<file path="config.mk">
export PLATFORM = sky130hd
export DESIGN_NAME = nibble_serial_add_ctrl
export DESIGN_NICKNAME = d
export VERILOG_FILES = /design/src/rtl/nibble_serial_add_ctrl.sv
export SDC_FILE = /design/constraint.sdc
export NUM_CORES = 1
export LEC_CHECK = 0
export BUFFER_PORTS_ARGS = -buffer_cell sky130_fd_sc_hd__buf_2
export CORE_MARGIN = 5
export CORE_UTILIZATION = 25
export CTS_CLUSTER_DIAMETER = 80
export CTS_CLUSTER_SIZE = 24
export DETAILED_ROUTE_END_ITERATION = 7
export SETUP_SLACK_MARGIN = 0.5
export SYNTH_ARGS = -nofsm -noshare
export SYNTH_HDL_FRONTEND = slang
export SYNTH_HIERARCHICAL = 1
export SYNTH_SLANG_ARGS = --single-unit
</file>
<file path="constraint.sdc">
create_clock -name clk_i -period 3.4 [get_ports clk_i]
set_input_delay 0.68 -clock clk_i [delete_from_list [all_inputs] [get_ports clk_i]]
set_output_delay 0.68 -clock clk_i [all_outputs]
set_load 0.005 [all_outputs]
</file>
<file path="src/rtl/nibble_serial_add_ctrl.sv">
// nibble_serial_add_ctrl: nibble-serial add/subtract controller around one 4-bit Brent-Kung adder.
module bk_add4 (
    input  logic [3:0] a_i,
    input  logic [3:0] b_i,
    input  logic       c_i,
    output logic [3:0] s_o,
    output logic       c_o
);
    logic [3:0] w_g, w_p;
    logic       w_g10, w_p10, w_g32, w_p32, w_c1, w_c2, w_c3;
    assign w_g   = a_i & b_i;
    assign w_p   = a_i ^ b_i;
    assign w_g10 = w_g[1] | (w_p[1] & w_g[0]);
    assign w_p10 = &w_p[1:0];
    assign w_g32 = w_g[3] | (w_p[3] & w_g[2]);
    assign w_p32 = &w_p[3:2];
    assign w_c1  = w_g[0] | (w_p[0] & c_i);
    assign w_c2  = w_g10 | (w_p10 & c_i);
    assign w_c3  = w_g[2] | (w_p[2] & w_c2);
    assign c_o   = w_g32 | (w_p32 & w_c2);
    assign s_o   = w_p ^ {w_c3, w_c2, w_c1, c_i};
endmodule

module nibble_serial_add_ctrl #(
    parameter int WIDTH = 16
) (
    input  logic             clk_i,
    input  logic             rst_i,
    input  logic             in_valid_i,
    output logic             in_ready_o,
    input  logic [WIDTH-1:0] a_i,
    input  logic [WIDTH-1:0] b_i,
    input  logic             sub_i,
    input  logic             carry_i,
    output logic             out_valid_o,
    input  logic             out_ready_i,
    output logic [WIDTH-1:0] sum_o,
    output logic             carry_o,
    output logic             ovf_o,
    output logic             zero_o
);
    localparam int N  = WIDTH / 4;
    localparam int IW = (N > 1) ? $clog2(N) : 1;

    typedef enum logic [1:0] {IDLE, BUSY, DONE} state_t;

    state_t           r_state;
    logic [WIDTH-1:0] r_a, r_b, r_sum;
    logic [IW-1:0]    r_idx;
    logic             r_c, r_ready, r_valid, r_cout, r_ovf, r_zero;

    logic [IW+1:0]    w_sh;
    logic [3:0]       w_an, w_bn, w_s;
    logic             w_co, w_last;
    logic [WIDTH-1:0] w_sum_nx;

    assign w_sh     = {r_idx, 2'b00};
    assign w_an     = 4'(r_a >> w_sh);
    assign w_bn     = 4'(r_b >> w_sh);
    assign w_last   = r_idx == IW'(N - 1);
    // Splice this cycle's nibble into the partial result so the full sum exists on the last cycle.
    assign w_sum_nx = (r_sum & ~(WIDTH'(4'hF) << w_sh)) | (WIDTH'(w_s) << w_sh);

    bk_add4 u_add (
        .a_i (w_an),
        .b_i (w_bn),
        .c_i (r_c),
        .s_o (w_s),
        .c_o (w_co)
    );

    always_ff @(posedge clk_i) begin
        if (rst_i) begin
            r_state <= IDLE;
            r_idx   <= '0;
            r_c     <= 1'b0;
            r_ready <= 1'b0;
            r_valid <= 1'b0;
            r_sum   <= '0;
            r_cout  <= 1'b0;
            r_ovf   <= 1'b0;
            r_zero  <= 1'b0;
        end else begin
            case (r_state)
                IDLE: begin
                    if (in_valid_i && r_ready) begin
                        r_a     <= a_i;
                        r_b     <= sub_i ? ~b_i : b_i;
                        r_c     <= sub_i | carry_i;
                        r_idx   <= '0;
                        r_sum   <= '0;
                        r_ready <= 1'b0;
                        r_state <= BUSY;
                    end else begin
                        r_ready <= 1'b1;
                    end
                end
                BUSY: begin
                    r_sum <= w_sum_nx;
                    r_c   <= w_co;
                    r_idx <= r_idx + IW'(1);
                    if (w_last) begin
                        r_state <= DONE;
                        r_valid <= 1'b1;
                        r_cout  <= w_co;
                        r_ovf   <= r_a[WIDTH-1] ^ r_b[WIDTH-1] ^ w_sum_nx[WIDTH-1] ^ w_co;
                        r_zero  <= w_sum_nx == '0;
                    end
                end
                DONE: begin
                    if (out_ready_i) begin
                        r_valid <= 1'b0;
                        r_ready <= 1'b1;
                        r_state <= IDLE;
                    end
                end
                default: r_state <= IDLE;
            endcase
        end
    end

    assign in_ready_o  = r_ready;
    assign out_valid_o = r_valid;
    assign sum_o       = r_sum;
    assign carry_o     = r_cout;
    assign ovf_o       = r_ovf;
    assign zero_o      = r_zero;
endmodule

</file>
After elaboration in Yosys (flattened, before gate mapping)
Index checks and enable logic that the tools add are counted.

Output and inout bits: 21. Word-level logic and storage cells: 77. Flip-flop bits (word level): 58.

Equality and inequality tests: 6. Reductions and logical operators: 14. Add/subtract/negate cells: 1. Muxes and demuxes: 17. Bitwise gates (word level): 24. Shifts and indexed selects: 4.

Operator list (count): $mux 16 (2); $not 16->16 (2); $pmux 16 s2 (1); $shr 16x4->4 (2); $and 16x16->16 (1); $logic_not 16->1 (1); $or 16x16->16 (1); $shl 4x4->16 (1); $shl 4x4->16 const A (1); $reduce_and 2->1 (5); $reduce_and 3->1 (3); $mux 2 (4); $xor 4x4->4 (2); $or 1x1->1 (7); $and 1x1->1 (6); $ne 2x2->1 const B (3); $pmux 1 s2 (3); $pmux 2 s3 (1); $reduce_bool 2->1 (3); $mux 1 (5); $and 4x4->4 (1); $eq 2x2->1 const B (2); $pmux 2 s2 (1); $xor 1x1->1 (3); other kinds (5) (5).

Logic depth before layout (Yosys ltp)
Depth in word-level cells: 12. Mapped depth: 12.

Modules after synthesis
Netlist, hierarchy kept.

Modules (own cells, without submodules): nibble_serial_add_ctrl (area an instance 2638.8 um2, instances 1, seq. area each 1481.4 um2, cells an instance 225); bk_add4 (area an instance 158.9 um2, instances 1, seq. area each 0.0 um2, cells an instance 17).

Worst setup path after synthesis
Ideal clock, no wire load.

Path type: in2reg. From: in rst_i. To: reg r_a[0], enable pin. Required time: 2.939 ns. Setup slack: -0.185 ns. Setup time: 0.461 ns. Arrival time: 3.124 ns. Stages on the path: 2. Path through: clkbuf_1 nor3_1.

Longest elaborated chain between the ends: 2.

RTL lines: start: declaration (RTL line 28) `input logic rst_i,`; $not 1->1 (no source line); $reduce_and 3->1 (no source line); end signal: assignment (RTL line 87) `r_a <= a_i;`; end: declaration (RTL line 48) `logic [WIDTH-1:0] r_a, r_b, r_sum;`.

No other way between the ends. A chain may end at the register's enable or synchronous reset.

Worst setup path in the final report
From: reg r_idx[0]. To: reg r_zero, in the netlist zero_o.

Longest elaborated chain between the ends: 11. Elaborated cells on any way between the ends: 22.

RTL lines: start: declaration (RTL line 49) `logic [IW-1:0] r_idx;`; start signal: assignment (RTL line 101) `r_idx <= r_idx + IW'(1);`; $shr 16x4->4 * (RTL line 58) `assign w_an = 4'(r_a >> w_sh);`; via w_an[1] (RTL line 53) `logic [3:0] w_an, w_bn, w_s;`; $xor 4x4->4 (RTL line 12) `assign w_p = a_i ^ b_i;`; $and 1x1->1 or $reduce_and 2->1 (tied branches) (RTL line 13, 14); $or 1x1->1 or $and 1x1->1 (tied branches) (RTL line 13, 18); $or 1x1->1 * (RTL line 18) `assign w_c2 = w_g10 | (w_p10 & c_i);`; $and 1x1->1 * (RTL line 19) `assign w_c3 = w_g[2] | (w_p[2] & w_c2);`; $or 1x1->1 * (RTL line 19); $xor 4x4->4 * (RTL line 21) `assign s_o = w_p ^ {w_c3, w_c2, w_c1, c_i};`; via w_s[3] (RTL line 53); $shl 4x4->16 * (RTL line 62) `assign w_sum_nx = (r_sum & ~(WIDTH'(4'hF) << w_sh)) | (WIDTH'(w_s) << w_sh);`; $or 16x16->16 * (RTL line 62); $logic_not 16->1 * (RTL line 107) `r_zero <= w_sum_nx == '0;`; end signal: assignment (RTL line 82) `r_zero <= 1'b0;`; end signal: assignment (RTL line 107); end: declaration (RTL line 50) `logic r_c, r_ready, r_valid, r_cout, r_ovf, r_zero;`.

Mark *: on every way through the listed nets, which the timed path passes. The rest lies on a longest branch.

==> results_dict.tcl <==
set metrics [dict create \
    synth_common_cells "edfxtp_1 (32), dfxtp_1 (26), a21oi_1 (21)" \
    ctsHtreeMaxLevel 3 \
    r2r_start "r_idx[0]" \
    die_h_um 116 \
    min_from "carry_o" \
    slew_violations 0 \
    power_leakage_nw 1.36 \
    antenna_found_initial 0 \
    grt_pass1_wl_mm 11.0 \
    cts_tree "done" \
    placed_cells 426 \
    netlist-cell-type-count 44 \
    synth_edf_count 32 \
    fp.dieW_um 116 \
    synth_top_family_by_area "compound AO/OA/AOI/OAI gates" \
    ys_seq_elements 58 \
    synth_warnings 6 \
    setup_viol 0 \
    crit_fanout 6 \
    gp_congestion 0.831 \
    cts_buffer_depth 2 \
    drtIter0Drc 77 \
    ys_async_sr_fraction_pct 0 \
    nNetsFinal 353 \
    synth_area_um2 2800 \
    synth.area.top_cells "edfxtp_1 (34%), dfxtp_1 (19%), mux4_2 (6.4%)" \
    clkLatencyLatePin_ns 0.34 \
    dr.pass1.iters 4 \
    synth-compound-area-share_pct 12.9 \
    seq_area_frac_synth_pct 53.0 \
    yosys.area_share.xor_xnor_pct 6.57 \
    cts_hold_buf 0 \
    antenna_left 0 \
    layout-drive-gt1-share_pct 33.2 \
    num_antenna_cells 0 \
    synth-simple-area-share_pct 10.9 \
    synthMuxAreaShare_pct 6.84 \
    rsz0062_at_grt "true" \
    fin_crit_sh_pct 84.4 \
    crit_arrival_ns 3.14 \
    fin_crit_ns 2.87 \
    cts_made_buffers 9 \
    synth_cells 242 \
    synth_top_area_share_pct 34.3 \
    skew_ns 0.00861 \
    fin_util_pct 32.5 \
    yosys.area.top_type "edfxtp_1" \
    run_status "finished, final reports clean" \
    grt_usage_pct 10.8 \
    overflow 0 \
    pin_count 59 \
    worstPathRequired_ns 3.68 \
    cts_sinks 58 \
    worst_slew_pin_slew_ns 0.954 \
    cp-end-kind "flop" \
    critPathKind "flop to flop" \
    grt_max_degree 33 \
    area_growth_pct 26.5 \
    io_buffers 58 \
    maxCapViolCount 0 \
    hold_viol 0 \
    start_util_pct 25.7 \
    synth_fp_nets 290 \
    reg2reg_slack_ns 0.53 \
    max-slew-margin-rel_pct 36.4 \
    dp_hpwl_mm 4.73 \
    stdcell_count 450 \
    hp-class "flop to flop" \
    ys.flop_type "edfxtp_1" \
    dieArea_um2 13400 \
    peakVddDrop_v 0.000235 \
    synthAdderAreaFrac_pct 5.01 \
    post_drt_wl_per_cell_um 14.9 \
    power_density_nw_per_um2 487 \
    path_clk_slew_ns 0.07 \
    totalWireLength_mm 6.70 \
    grt_pass1_vias 2106 \
    multi_input_area_um2 1250 \
    rows 38 \
    fillers 1117 \
    fmax_mhz 349 \
    cts-root-buf "clkbuf_8" \
    yosysMostFrequentCell "edfxtp_1" \
    seqCellArea_um2 1490 \
    via_count 2059 \
    drc_errors 0 \
    start_kind "flop" \
    synth.avg_cell_area_um2 11.6 \
    tns_ns 0 \
    core_area_um2 10900 \
    via_per_inst 4.58 \
    startpoint "r_idx[0]" \
]
## cell type report
cell class | count | area share, %
Sequential cell | 58 | 42.0
Clock buffer | 10 | 3.61
Timing Repair Buffer | 69 | 10.5
Clock inverter | 6 | 2.30
Inverter | 13 | 1.38
Tap cell | 140 | 4.95
Multi-Input combinational cell | 154 | 35.2
## cells by family (layout without fill, tap and decap cells)
group / count (synthesis) / count (layout)
AO/OA/AOI/OAI: 56 / 56
XOR/XNOR: 21 / 21
adder cells (fa/ha/maj): 10 / 10
buffers and inverters: 30 / 98
flip-flops: 58 / 58
multiplexers: 9 / 9
AND/OR/NAND/NOR: 58 / 58
## power by group
group,internal [mW],switching [mW],total (mW),leakage (nW)
clock network,0.407,0.273,0.681,0.104
logic,0.119,0.143,0.262,0.758
registers,0.766,0.0144,0.780,0.503
## what timing repair did
action / in CTS / in global routing
pin swaps: 5 / 7
endpoints found under the setup margin: 4 / 1
resized for setup: 3 / 3
buffers inserted: 6 / 2
gates cloned: 0 / 0
## per-stage QoR
stage | area, µm² | worst slack [ns] | hold slack (ns) | total power, mW
floorplan | 2830 | 0.518 | 0.445 | 0.953
global placement | 3230 | 0.358 | 0.448 | 1.01
detailed placement | 3230 | 0.283 | 0.451 | 1.02
CTS | 3500 | 0.501 | 0.460 | 1.73
global route | 3540 | 0.423 | 0.481 | 1.81
finish | 3540 | 0.531 | 0.458 | 1.72
## placed cells by master, fill, tap and decap left out, drive strengths merged, types with 2 or more instances in the layout
| master | instances |
|---|---|
| mux4 | 8 |
| nand2 | 5 |
| nand3 | 6 |
| inv | 13 |
| ha | 8 |
| xor2 | 18 |
| edfxtp | 32 |
| nor2 | 20 |
| a32oi | 3 |
| nand3b | 9 |
| clkbuf | 10 |
| o21ai | 11 |
| nor2b | 3 |
| clkinv | 3 |
| buf | 69 |
| a21oi | 22 |
| nor3 | 2 |
| xnor2 | 3 |
| dfxtp | 26 |
| a211oi | 2 |
| fa | 2 |
| bufinv | 2 |
| nand4 | 5 |
| o2111ai | 3 |
| a22oi | 5 |
| nand2b | 5 |
## path summary, 6_finish.rpt
kind	to	cells after the start
setup / recovery	zero_o	10
hold / removal	carry_o	2
setup reg to reg	zero_o	10
hold reg to reg	carry_o	2
## flip-flops by register name (all words and copies together), names as in the netlist
name / count
zero_o: 1
out_valid_o: 1
r_c: 1
carry_o: 1
ovf_o: 1
r_b: 16
r_idx: 2
in_ready_o: 1
r_a: 16
sum_o: 16
r_state: 2
## worst max-delay path: stages (launching register included)
cell       delay (ns)
dfxtp_4          0.40
mux4_2           0.55
ha_4             0.28
a21oi_4          0.14
nand2_2          0.08
fa_2             0.39
xor2_4           0.19
nand3b_1         0.12
o2111ai_1        0.11
or4_1            0.40
o21ai_1          0.14
## metal layers
metal | part of all wire [%] | wire length [µm] | global-route usage [%]
met3 | 8.5 | 568 | 4.91
met1 | 44 | 2930 | 13.9
met4 | 1.4 | 93 | 3.87
met2 | 46 | 3100 | 16.1
met5 | 0 | 0 | 0
(Power assumes the default switching activity.)
